File: src/rtl/counter_sequencer_if.sv
// Command port of counter_sequencer: valid/ready handshake carrying one counter run request.
interface counter_sequencer_if #(
    parameter int COUNT_WIDTH = 4,
    parameter int LEN_WIDTH   = 8
);
    logic                   cmd_valid;
    logic                   cmd_ready;
    logic [1:0]             cmd_type;
    logic                   cmd_dir;
    logic [COUNT_WIDTH-1:0] cmd_load_val;
    logic [LEN_WIDTH-1:0]   cmd_len;

    modport master (
        output cmd_valid, cmd_type, cmd_dir, cmd_load_val, cmd_len,
        input  cmd_ready
    );

    modport slave (
        input  cmd_valid, cmd_type, cmd_dir, cmd_load_val, cmd_len,
        output cmd_ready
    );
endinterface

File: src/rtl/counter_sequencer.sv
// Drives one up/down counter through a load cycle and N enabled count cycles per command.
// Define COUNTER_SEQ_QUEUE_EN to add a 2-entry command FIFO in front of the sequencer FSM.
module counter_sequencer #(
    parameter int COUNT_WIDTH = 4,
    parameter int LEN_WIDTH   = 8
) (
    input  logic                   clk,
    input  logic                   reset_,
    counter_sequencer_if.slave     cmd,
    input  logic                   abort,
    output logic                   cnt_load_,
    output logic [COUNT_WIDTH-1:0] cnt_load_val,
    output logic [1:0]             cnt_count_type,
    output logic                   cnt_count_dir,
    output logic                   cnt_count_enable_,
    input  logic [COUNT_WIDTH-1:0] cnt_count,
    output logic                   busy,
    output logic                   done,
    output logic                   done_abort,
    output logic [COUNT_WIDTH-1:0] done_count
);

    typedef enum logic [1:0] {IDLE, LOAD, RUN, DONE} state_t;

    typedef struct packed {
        logic [1:0]             ctype;
        logic                   dir;
        logic [COUNT_WIDTH-1:0] loadVal;
        logic [LEN_WIDTH-1:0]   len;
    } cmd_t;

    state_t                 state_q, state_d;
    logic [LEN_WIDTH-1:0]   step_q, step_d;
    logic                   abort_q, abort_d;
    logic [1:0]             type_q;
    logic                   dir_q;
    logic [COUNT_WIDTH-1:0] loadVal_q;
    logic [COUNT_WIDTH-1:0] doneCount_q;

    cmd_t portCmd;
    cmd_t takeData;
    logic accept;
    logic takeCmd;

    assign portCmd = '{ctype: cmd.cmd_type, dir: cmd.cmd_dir,
                       loadVal: cmd.cmd_load_val, len: cmd.cmd_len};
    assign accept  = cmd.cmd_valid && cmd.cmd_ready;

`ifdef COUNTER_SEQ_QUEUE_EN
    cmd_t       fifo_q [2];
    logic       wrPtr_q, rdPtr_q;
    logic [1:0] count_q;
    logic       fifoEmpty, direct, push, pop;

    // An empty FIFO in IDLE hands the port command straight to LOAD so queueing adds no latency.
    assign fifoEmpty     = (count_q == 2'd0);
    assign cmd.cmd_ready = (count_q != 2'd2);
    assign direct        = accept && fifoEmpty && (state_q == IDLE);
    assign push          = accept && !direct;
    assign pop           = !fifoEmpty && ((state_q == IDLE) || (state_q == DONE));
    assign takeCmd       = pop || direct;
    assign takeData      = fifoEmpty ? portCmd : fifo_q[rdPtr_q];

    always_ff @(posedge clk) begin
        if (push) begin
            fifo_q[wrPtr_q] <= portCmd;
        end
    end

    always_ff @(posedge clk or negedge reset_) begin
        if (!reset_) begin
            wrPtr_q <= 1'b0;
            rdPtr_q <= 1'b0;
            count_q <= 2'd0;
        end else begin
            if (push) wrPtr_q <= !wrPtr_q;
            if (pop)  rdPtr_q <= !rdPtr_q;
            case ({push, pop})
                2'b10:   count_q <= count_q + 2'd1;
                2'b01:   count_q <= count_q - 2'd1;
                default: count_q <= count_q;
            endcase
        end
    end
`else
    assign cmd.cmd_ready = (state_q == IDLE);
    assign takeCmd       = accept;
    assign takeData      = portCmd;
`endif

    always_comb begin
        state_d = state_q;
        step_d  = step_q;
        abort_d = abort_q;
        case (state_q)
            IDLE: if (takeCmd) state_d = LOAD;
            LOAD: state_d = (step_q != '0) ? RUN : DONE;
            RUN: begin
                if (abort) begin
                    abort_d = 1'b1;
                    state_d = DONE;
                end else begin
                    step_d = step_q - LEN_WIDTH'(1);
                    if (step_q == LEN_WIDTH'(1)) state_d = DONE;
                end
            end
            DONE: state_d = takeCmd ? LOAD : IDLE;
            default: state_d = IDLE;
        endcase
        // takeCmd only occurs in IDLE/DONE, so it never collides with a RUN step update.
        if (takeCmd) begin
            step_d  = takeData.len;
            abort_d = 1'b0;
        end
    end

    always_ff @(posedge clk or negedge reset_) begin
        if (!reset_) begin
            state_q     <= IDLE;
            step_q      <= '0;
            abort_q     <= 1'b0;
            type_q      <= 2'd0;
            dir_q       <= 1'b1;
            loadVal_q   <= '0;
            doneCount_q <= '0;
        end else begin
            state_q <= state_d;
            step_q  <= step_d;
            abort_q <= abort_d;
            if (takeCmd) begin
                type_q    <= takeData.ctype;
                dir_q     <= takeData.dir;
                loadVal_q <= takeData.loadVal;
            end
            if (state_q == DONE) doneCount_q <= cnt_count;
        end
    end

    assign cnt_load_         = (state_q != LOAD);
    assign cnt_load_val      = loadVal_q;
    assign cnt_count_type    = type_q;
    assign cnt_count_dir     = dir_q;
    assign cnt_count_enable_ = (state_q != RUN) || abort;
    assign busy              = (state_q != IDLE);
    assign done              = (state_q == DONE);
    assign done_abort        = (state_q == DONE) && abort_q;
    assign done_count        = doneCount_q;

endmodule
File: src/flat_wrapper.sv
// flat-port wrapper written by rule: the top's interface ports become plain ports
module counter_sequencer_flat 
#(
    parameter int COUNT_WIDTH = 4,
    parameter int LEN_WIDTH   = 8
)
  (clk, reset_, abort, cnt_load_, cnt_load_val, cnt_count_type, cnt_count_dir, cnt_count_enable_, cnt_count, busy, done, done_abort, done_count, cmd_cmd_valid, cmd_cmd_type, cmd_cmd_dir, cmd_cmd_load_val, cmd_cmd_len, cmd_cmd_ready);
  counter_sequencer_if #(.COUNT_WIDTH(COUNT_WIDTH), .LEN_WIDTH(LEN_WIDTH)) cmd_i ();
  input  logic clk;
  input  logic reset_;
  input  logic abort;
  output logic cnt_load_;
  output logic [COUNT_WIDTH-1:0] cnt_load_val;
  output logic [1:0] cnt_count_type;
  output logic cnt_count_dir;
  output logic cnt_count_enable_;
  input  logic [COUNT_WIDTH-1:0] cnt_count;
  output logic busy;
  output logic done;
  output logic done_abort;
  output logic [COUNT_WIDTH-1:0] done_count;
  input wire logic [$bits(cmd_i.cmd_valid)-1:0] cmd_cmd_valid;
  input wire logic [$bits(cmd_i.cmd_type)-1:0] cmd_cmd_type;
  input wire logic [$bits(cmd_i.cmd_dir)-1:0] cmd_cmd_dir;
  input wire logic [$bits(cmd_i.cmd_load_val)-1:0] cmd_cmd_load_val;
  input wire logic [$bits(cmd_i.cmd_len)-1:0] cmd_cmd_len;
  output wire logic [$bits(cmd_i.cmd_ready)-1:0] cmd_cmd_ready;
  assign cmd_i.cmd_valid = cmd_cmd_valid;
  assign cmd_i.cmd_type = cmd_cmd_type;
  assign cmd_i.cmd_dir = cmd_cmd_dir;
  assign cmd_i.cmd_load_val = cmd_cmd_load_val;
  assign cmd_i.cmd_len = cmd_cmd_len;
  assign cmd_cmd_ready = cmd_i.cmd_ready;
  counter_sequencer #(.COUNT_WIDTH(COUNT_WIDTH), .LEN_WIDTH(LEN_WIDTH)) u_core (.clk(clk), .reset_(reset_), .cmd(cmd_i), .abort(abort), .cnt_load_(cnt_load_), .cnt_load_val(cnt_load_val), .cnt_count_type(cnt_count_type), .cnt_count_dir(cnt_count_dir), .cnt_count_enable_(cnt_count_enable_), .cnt_count(cnt_count), .busy(busy), .done(done), .done_abort(done_abort), .done_count(done_count));
endmodule
File: config.mk
export PLATFORM = sky130hd
export DESIGN_NAME = counter_sequencer_flat
export DESIGN_NICKNAME = d
export VERILOG_FILES = /design/src/rtl/counter_sequencer_if.sv /design/src/rtl/counter_sequencer.sv /design/src/flat_wrapper.sv
export SDC_FILE = /design/constraint.sdc
export NUM_CORES = 1
export LEC_CHECK = 0
export ABC_CLOCK_PERIOD_IN_PS = 3200
export CAP_MARGIN = 20
export CORE_AREA = 2 2 44 86
export DETAILED_ROUTE_END_ITERATION = 8
export DIE_AREA = 0 0 46 88
export GPL_TIMING_DRIVEN = 0
export SLEW_MARGIN = 20
export SYNTH_ARGS = -nofsm -noshare
export SYNTH_HDL_FRONTEND = slang
export SYNTH_SLANG_ARGS = --single-unit
File: constraint.sdc
create_clock -name clk -period 3.2 [get_ports clk]
set_input_delay 0.8 -clock clk [delete_from_list [all_inputs] [get_ports clk]]
set_output_delay 0.8 -clock clk [all_outputs]
set_load 0.03 [all_outputs]
# Word level (Yosys, flattened, before mapping)
# Index checks and enable logic that the tools add are counted.
dict set report word_totals {
  word_cells 40
  ff_bits 22
}
dict set report op_classes {
  eq_ne 9
  addsub 1
  n_reduce_logical 11
  mux 12
}
# operator count
set ops {}
lappend ops {{8-bit two-way mux} 3}
lappend ops {{8-bit by 1-bit == test with 1-bit output, second input constant} 1}
lappend ops {{2-bit case mux with 4 select lines} 1}
lappend ops {{8-bit nonzero test} 1}
lappend ops {{8-bit by 1-bit subtractor with 8-bit output, second input constant} 1}
lappend ops {{2-bit two-way mux} 3}
lappend ops {{2-bit AND reduction} 3}
lappend ops {{2-bit nonzero test} 3}
lappend ops {{1-bit two-way mux} 5}
lappend ops {{2-bit == test, second input constant} 2}
lappend ops {{2-bit by 1-bit != test with 1-bit output, second input constant} 2}
lappend ops {{2-bit != test, second input constant} 2}
lappend ops {{3-bit by 2-bit != test with 1-bit output, second input constant} 1}
lappend ops {{2-bit by 1-bit == test with 1-bit output, second input constant} 1}
lappend ops {{1-bit logical AND} 2}
lappend ops {{2-bit zero test} 1}
lappend ops {{1-bit logical OR} 1}

# Longest topological paths before layout
dict set report logic_depth {
  word_depth 4
  mapped_depth 6
}

# Least setup slack after synthesis
# No wires, ideal clock.
dict set report synth_timing {
  path_kind {reg-to-output}
  startpoint {register u_core.state_q[1]}
  endpoint {output port done_abort}
  stages_incl_launch_ff 3
  setup_slack_ns 1.220
  n_path_buf 0
  arrival_time_ns 1.180
  path_cell_list {dfrtp_1 ha_1 and2_1}
}
dict set report synth_via {
  elab_chain_cells 2
}
# item line
set synth_lines {}
lappend synth_lines {{from (decl)} counter_sequencer.sv:32} ;# state_t state_q, state_d;
lappend synth_lines {{from (signal assigned)} counter_sequencer.sv:127} ;# state_q <= state_d;
lappend synth_lines {{2-bit == test} --}
lappend synth_lines {{via done} flat_wrapper.sv:19} ;# output logic done;
lappend synth_lines {{1-bit logical AND} counter_sequencer.sv:146} ;# assign done_abort = (state_q == DONE) && abort_q;
lappend synth_lines {{to (decl)} flat_wrapper.sv:20} ;# output logic done_abort;
# The timed path passes the listed nets, and every way through them passes these cells.

# Worst setup path in the final report
dict set report layout_timing {
  startpoint {input port abort}
  endpoint {output port cnt_count_enable_}
}
dict set report layout_via {
  elab_chain_cells 1
}
# item line
set layout_lines {}
lappend layout_lines {{from (decl)} flat_wrapper.sv:11} ;# input logic abort;
lappend layout_lines {{1-bit logical OR} counter_sequencer.sv:143} ;# assign cnt_count_enable_ = (state_q != RUN) || abort;
lappend layout_lines {{to (decl)} flat_wrapper.sv:16} ;# output logic cnt_count_enable_;
# Every way passes these cells.

==> results.txt <==
The flow ran to the end, and the final reports show no timing, DRC or antenna violations. In this run the cell area of the synthesized design comes to 1120 sq um. The finished cells cover 1620 sq um. Number of buffers and inverters on the critical path: 2. The tree is rooted in a sky130_fd_sc_hd__clkbuf_8. For the pin with the worst max-slew slack, the measured transition is 447 ps. Setup violations remaining at the end of the flow were counted as 0.

The count of endpoints failing hold in the final timing report is 0. The number of max-slew violations in the final report is 0. Counting the buffers created by CTS gives 3. The DRC violation total after the first TritonRoute iteration came out at 5.

Across the VDD grid, the largest voltage drop is 0.438 mV. For the routability congestion estimate, the log shows 0.691. In this run the power density over the cells is 988 nW/um^2. The tools report the starting density of the core as 33.2%. The Yosys step of the flow raised 0 warnings. The routed design has 2340 microns of wire.

Using the TritonRoute via totals, the vias-per-cell ratio works out to 4.80. The post-route netlist has 15.1% of its cells at a drive strength greater than 1. Total grt overflow: 0. Cell repeated most along the worst path: sky130_fd_sc_hd__clkdlybuf4s50_1. The smallest clock period supported by the final layout is computed as 3010 ps. For the worst setup path, the data required time is 2400 ps. The number of nets in the synthesized netlist is 127. Summing all placed instances gives a cell area of 1550 sq um. The run gives 171 as the final cell count without fillers.

The cell family contributing the most delay on the critical path is buffers and inverters. The share of the cycle needed by the critical path after routing came out at 94.0%. The critical path goes through clkdlybuf4s50_1, nand2b_2, clkdlybuf4s50_1. The average instance area after synthesis works out to 11.8 sq um. The maximum fanout along the worst path was 5; the die area was 4050 sq um. For the core utilization of the finished layout, the log shows 48.0%. The horizontal die dimension came out at 46 microns. The worst setup path is launched from an input port. The critical path starts at abort.

TritonCTS built the clock tree. Summing the sequential cell areas from Yosys gives 49.2% of the chip area. The slowest stage of the critical path is the sky130_fd_sc_hd__clkdlybuf4s50_1 cell. The number of levels the H-tree was split into is 1.

Largest net degree at the start of global routing: 23. 40 I/O pins were placed. For the via count, the log shows 820. The worst register-to-register path has a depth of 6.

In the final routed layout, each cell accounts on average for 13.7 microns. The run gives 172 as the net count of the finished layout. The number of core rows was 30. The area growth from synthesis to layout came out at 44.6%. The logs give 166 for the cell count after placement and 1890 microns for the estimated wirelength of the detail-placed design. Data arrives at the worst endpoint at 2210 ps. For this run, the total global-route usage over all layers was measured as 13.5%.

After technology mapping, the gate count stands at 95. The detailed-route DRC error count was 0. The number of max-cap violations was 0; the total of buffers placed on input and output ports was 39. The clock drives 22 sinks. The count of nets left with antenna violations once routing finished came out at 0. The pre-antenna-repair detailed-routing pass consisted of 3 iterations. The run gives 0 as the number of antenna violations at the first check in global routing. The floorplan die height was 88 microns; the hold buffer count at cts was 0.

On the worst path, the slowest cell contributes a delay of 680 ps. The worst hold path belongs to the class flip-flop to flip-flop. For this run, the top clock speed supported by timing is 332 MHz.

The filler cells instantiated in the layout total 340. The tools report the reg-to-reg critical path startpoint as u_core.state_q[0]. The region available for standard cell placement spans 3380 sq um.

Clock-pin slew was measured on the worst setup and hold paths at 70 ps. In this run the static leakage power is 0.668 nW. For the final sum of negative setup slack, the log shows 0 ps.

The worst register-to-register path ends at u_core.step_q[5]. Setup slack on the worst reg-to-reg path comes out at 1300 ps. The critical path class is input port to primary output. The critical path ends at cnt_count_enable_. The distinct cell type count of the synthesized netlist came out at 26.

Once the clock tree was built, the setup fixing pass inserted 0 buffers. Setup repair after global routing left no endpoint under its margin. The clock latency on the worst-skew pair is 250 ps. In this run the tightest slew margin relative to its limit is 70.2%.

The top cell types in the final layout, fill and taps aside, are 39 x sky130_fd_sc_hd__clkdlybuf4s50_1, 21 x sky130_fd_sc_hd__dfrtp_1, 11 x sky130_fd_sc_hd__a21oi_1, 10 x sky130_fd_sc_hd__nor2_1, 9 x sky130_fd_sc_hd__ha_1. The tools report the number of buffers on the longest clock path as 2. The depth of the critical timing path with buffers and inverters included is 3.

The library cell used most frequently in the layout, excluding fill and tap cells, is sky130_fd_sc_hd__clkdlybuf4s50_1. The number of antenna diodes in the final layout is 0. The tools report the category of the worst setup path capture point as a primary output. Via count of the first global-routing pass: 879. The number of gates resized after CTS was 0. On the final layout, the worst clock skew is 4.02 ps. The first global-routing pass estimated 4020 microns of wire.

The run gives 1.60 mW as the total power draw. The flop and latch count out of synthesis came out at 22.
[through the flow]
stage | hold slack [ps] | setup WS [ps]
after global placement | 477 | 194
after global routing | 529 | 139
final | 496 | 191
after detailed placement | 490 | 195
after CTS | 507 | 188
after floorplan | 484 | 1220
[cells in the mapped netlist, drive strengths merged]
| master | n | area (sq um) |
|---|---|---|
| dfrtp | 21 | 526 |
| mux2 | 12 | 135 |
| a21oi | 11 | 55.1 |
| nor2 | 10 | 37.5 |
| ha | 9 | 113 |
| inv | 6 | 22.5 |
| xnor2 | 6 | 52.6 |
| nor3 | 4 | 25.0 |
| a311oi | 1 | 8.76 |
| and2 | 1 | 6.26 |
| buf | 1 | 3.75 |
| clkbuf | 1 | 3.75 |
| dfstp | 1 | 26.3 |
| mux2i | 1 | 10.0 |
| nand2 | 1 | 3.75 |
| nand2b | 1 | 8.76 |
| nand3b | 1 | 7.51 |
| nor4 | 1 | 12.5 |
| nor4b | 1 | 15.0 |
| o22a | 1 | 10.0 |
| or3 | 1 | 6.26 |
| or4 | 1 | 11.3 |
| or4b | 1 | 13.8 |
| xor2 | 1 | 8.76 |
[report_power, final]
group	internal, mW	switching (mW)
registers	0.428	0.116
clock network	0.109	0.0799
logic	0.407	0.464
total	0.944	0.660
[cells by family (layout without fill, tap and decap cells)]
kind of cell	count (synthesis)	after routing	synth area share [%]
DFF	22	22	49.2
muxes	13	13	12.9
buffers and inverters	8	52	2.67
adders and majority gates	9	9	10.0
and+or+nand+nor	23	23	13.2
AOI/OAI and AO/OA	13	13	6.58
xor gates and xnor gates	7	7	5.46
[final cells by class]
class	instances	area, sq um	area share (%)
repair buffers	40	405	25.0
plain buffers	2	7.51	0.463
multi-input cells	65	541	33.3
flip-flops and latches	22	552	34.0
well taps	32	40.0	2.47
inverters	6	22.5	1.39
clock buffers	4	55.1	3.39
[routing by layer]
| layer | vias up | GRT usage (%) | part of all wire [%] |
|---|---|---|---|
| met1 | 389 | 16.2 | 38 |
| met3 | 2 | 2.27 | 3.6 |
| met2 | 17 | 23.0 | 57 |
| met5 | - | 0 | 0 |
| met4 | 0 | 5.45 | 1.3 |
| li1 | 412 | - | - |
[state kept, by name, summed over array words and instances (netlist names)]
| register | flops |
|---|---|
| u_core.step_q | 8 |
| u_core.cnt_count_dir | 1 |
| u_core.cnt_load_val | 4 |
| u_core.abort_q | 1 |
| u_core.state_q | 2 |
| u_core.done_count | 4 |
| u_core.cnt_count_type | 2 |
[how the worst min path moves through the flow]
| stage | start | depth (start not counted) | end |
|---|---|---|---|
| 2_1_floorplan | u_core.abort_q | 2 | u_core.abort_q |
| 3_3_place_gp | u_core.cnt_count_type[1] | 1 | u_core.cnt_count_type[1] |
| 3_5_place_dp | u_core.cnt_count_type[1] | 1 | u_core.cnt_count_type[1] |
| 4_1_cts | u_core.cnt_count_type[1] | 1 | u_core.cnt_count_type[1] |
| 5_1_grt | u_core.done_count[2] | 1 | u_core.done_count[2] |
| 6_report | u_core.cnt_count_type[1] | 1 | u_core.cnt_count_type[1] |
Note: power is estimated with default switching activity, not from simulation.
==> edit, RTL diff (same settings) <==
Put a register stage on the outputs `cnt_load_` and `cnt_count_enable_`, cleared by the reset. The values now appear one clock later. The other outputs are not delayed to match.
--- a/src/rtl/counter_sequencer.sv
+++ b/src/rtl/counter_sequencer.sv
@@ -136,11 +136,18 @@
         end
     end
 
-    assign cnt_load_         = (state_q != LOAD);
     assign cnt_load_val      = loadVal_q;
     assign cnt_count_type    = type_q;
     assign cnt_count_dir     = dir_q;
-    assign cnt_count_enable_ = (state_q != RUN) || abort;
+    always_ff @(posedge clk or negedge reset_) begin
+        if (!reset_) begin
+            cnt_load_         <= '0;
+            cnt_count_enable_ <= '0;
+        end else begin
+            cnt_load_         <= (state_q != LOAD);
+            cnt_count_enable_ <= (state_q != RUN) || abort;
+        end
+    end
     assign busy              = (state_q != IDLE);
     assign done              = (state_q == DONE);
     assign done_abort        = (state_q == DONE) && abort_q;
Formal check against the unedited RTL: not equivalent (a bounded check fails within 4 cycles, from zero or initial values and one cycle with reset_ low).
==> edit against the original RTL <==
- utilization grew 1.5 points
- clock power is 39% higher
- sequential cell count increased by 2
- routed wire length increased by 4.1%
- setup slack gained 370 ps
- final area rose by 3.1%
- sequential power is 6.1% higher
- worst hold slack improved by 7.6 ps
- area after synthesis increased by 4.8%
- total power is 7.5% higher
- via count up 5.0%
- count of clock-buffer cells in the layout down 1
- non-clock buffer count decreased by 1
==> edit: results (changes against the original RTL) <==
| Metric | Value |
|---|---|
| Headroom to the max-slew limit | 64.2% (was 70.2%) |
| Leakage component of the power | 0.702 nW (was 0.668 nW) |
| Post-place instance area | 0.00161 mm^2 (was 0.00155 mm^2) |
| Detailed Place HPWL | 1860 um (was 1890 um) |
| Worst-Skew Late Latency | 270 ps (was 250 ps) |
| Power dissipated in combinational cells | 0.886 mW (was 0.871 mW) |
| Clock skew | 7.05 ps (was 4.02 ps) |
| Net count after synthesis | 132 (was 127) |
| Layout sequential cell count | 24 (was 22) |
| Status | complete, no violations (unchanged) |
| Multi-input combinational cell count | 67 (was 65) |
| Cell depth of the worst flop-to-flop path | 5 (was 6) |
| Minimum hold slack | 504 ps (was 496 ps) |
| Non-Filler Cell Area, Final | 0.00167 mm^2 (was 0.00162 mm^2) |
| Total global routing track utilization | 12.6% (was 13.5%) |
| Number of non-clock inverters | 7 (was 6) |
| Leading cell types by count after synthesis | sky130_fd_sc_hd__dfrtp_1 (23), sky130_fd_sc_hd__mux2_2 (13), sky130_fd_sc_hd__nor2_1 (11), sky130_fd_sc_hd__a21oi_1 (9), sky130_fd_sc_hd__ha_1 (9) (was sky130_fd_sc_hd__dfrtp_1 (21), sky130_fd_sc_hd__a21oi_1 (11), sky130_fd_sc_hd__nor2_1 (10), sky130_fd_sc_hd__ha_1 (9), sky130_fd_sc_hd__mux2_2 (8)) |
| Number of signal-net buffers in the layout | 41 (was 42) |
| Clock-cell share | 4.26% (was 3.39%) |
| Crit Reg-Reg Endpoint | u_core.cnt_load_val[3] (was u_core.step_q[5]) |
| Global-route wire length before repair | 3710 um (was 4020 um) |
| Critical Path Start | u_core.state_q[1] (was abort) |
| Non-clock buffer share | 23.6% (was 25.4%) |
| Clock-pin transition on the worst setup and hold timing paths | 90 ps (was 70 ps) |
| Time the worst path needs with I/O delays and setup | 2640 ps (was 3010 ps) |
| Number of distinct standard cells referenced by the synthesized netlist | 25 (was 26) |
| Overall Power | 1.72 mW (was 1.60 mW) |
| Proportion of synthesized chip area in sequential cells | 51.2% (was 49.2%) |
| Crit path max fanout | 6 (was 5) |
| Critical Path AT | 1840 ps (was 2210 ps) |
| Post-DR wirelength/cell | 13.9 um (was 13.7 um) |
| Fraction of power spent switching nets | 39.1% (was 41.1%) |
| Setup slack of the worst register-to-register path | 1470 ps (was 1300 ps) |
| Detail-routed via count per cell | 4.92 (was 4.80) |
| Count of placed standard cells including taps | 171 (was 166) |
| Number of post-CTS setup repair buffers | 0 (unchanged) |
| Post-Synthesis Mean Instance Area | 11.8 um^2 (about the same) |
| Filler instances | 306 (was 340) |
| Gpl congestion | 0.708 (was 0.691) |
| Footprint of the multi-input gates | 539 um^2 (was 541 um^2) |
| Worst hold path type | in -> async (was reg -> reg) |
| Net count reported at finish | 176 (was 172) |
| Critical path capture point | done_abort (was cnt_count_enable_) |
| Pre-CTS setup slack | 874 ps (was 195 ps) |
| Slowest stage delay, CP | 660 ps (was 680 ps) |
edit: cell types whose count changed in the layout (fill, tap and decap cells not counted), moves of 3 or more:
cell | unedited run | this run
sky130_fd_sc_hd__mux2_1 | 4 | 0
sky130_fd_sc_hd__mux2_2 | 8 | 13
sky130_fd_sc_hd__nand2_1 | 1 | 5
sky130_fd_sc_hd__nor3_1 | 3 | 0
sky130_fd_sc_hd__xnor2_1 | 6 | 2
edit: cell families after synthesis:
kind of cell / after synthesis / share of synthesized area, %
AO/OA/AOI/OAI: 15 / 7.87
XOR/XNOR: 5 / 3.72
adder cells (fa/ha/maj): 9 / 9.57
buffers and inverters: 9 / 2.98
flip-flops: 24 / 51.2
multiplexers: 13 / 12.4
AND/OR/NAND/NOR: 25 / 12.2
edit: routing by layer:
metal	vias up	track usage, %	wire length [um]
met5	-	0	0
met1	413	13.0	914
met3	4	2.06	90
li1	423	-	-
met4	0	5.45	35
met2	21	23.4	1390
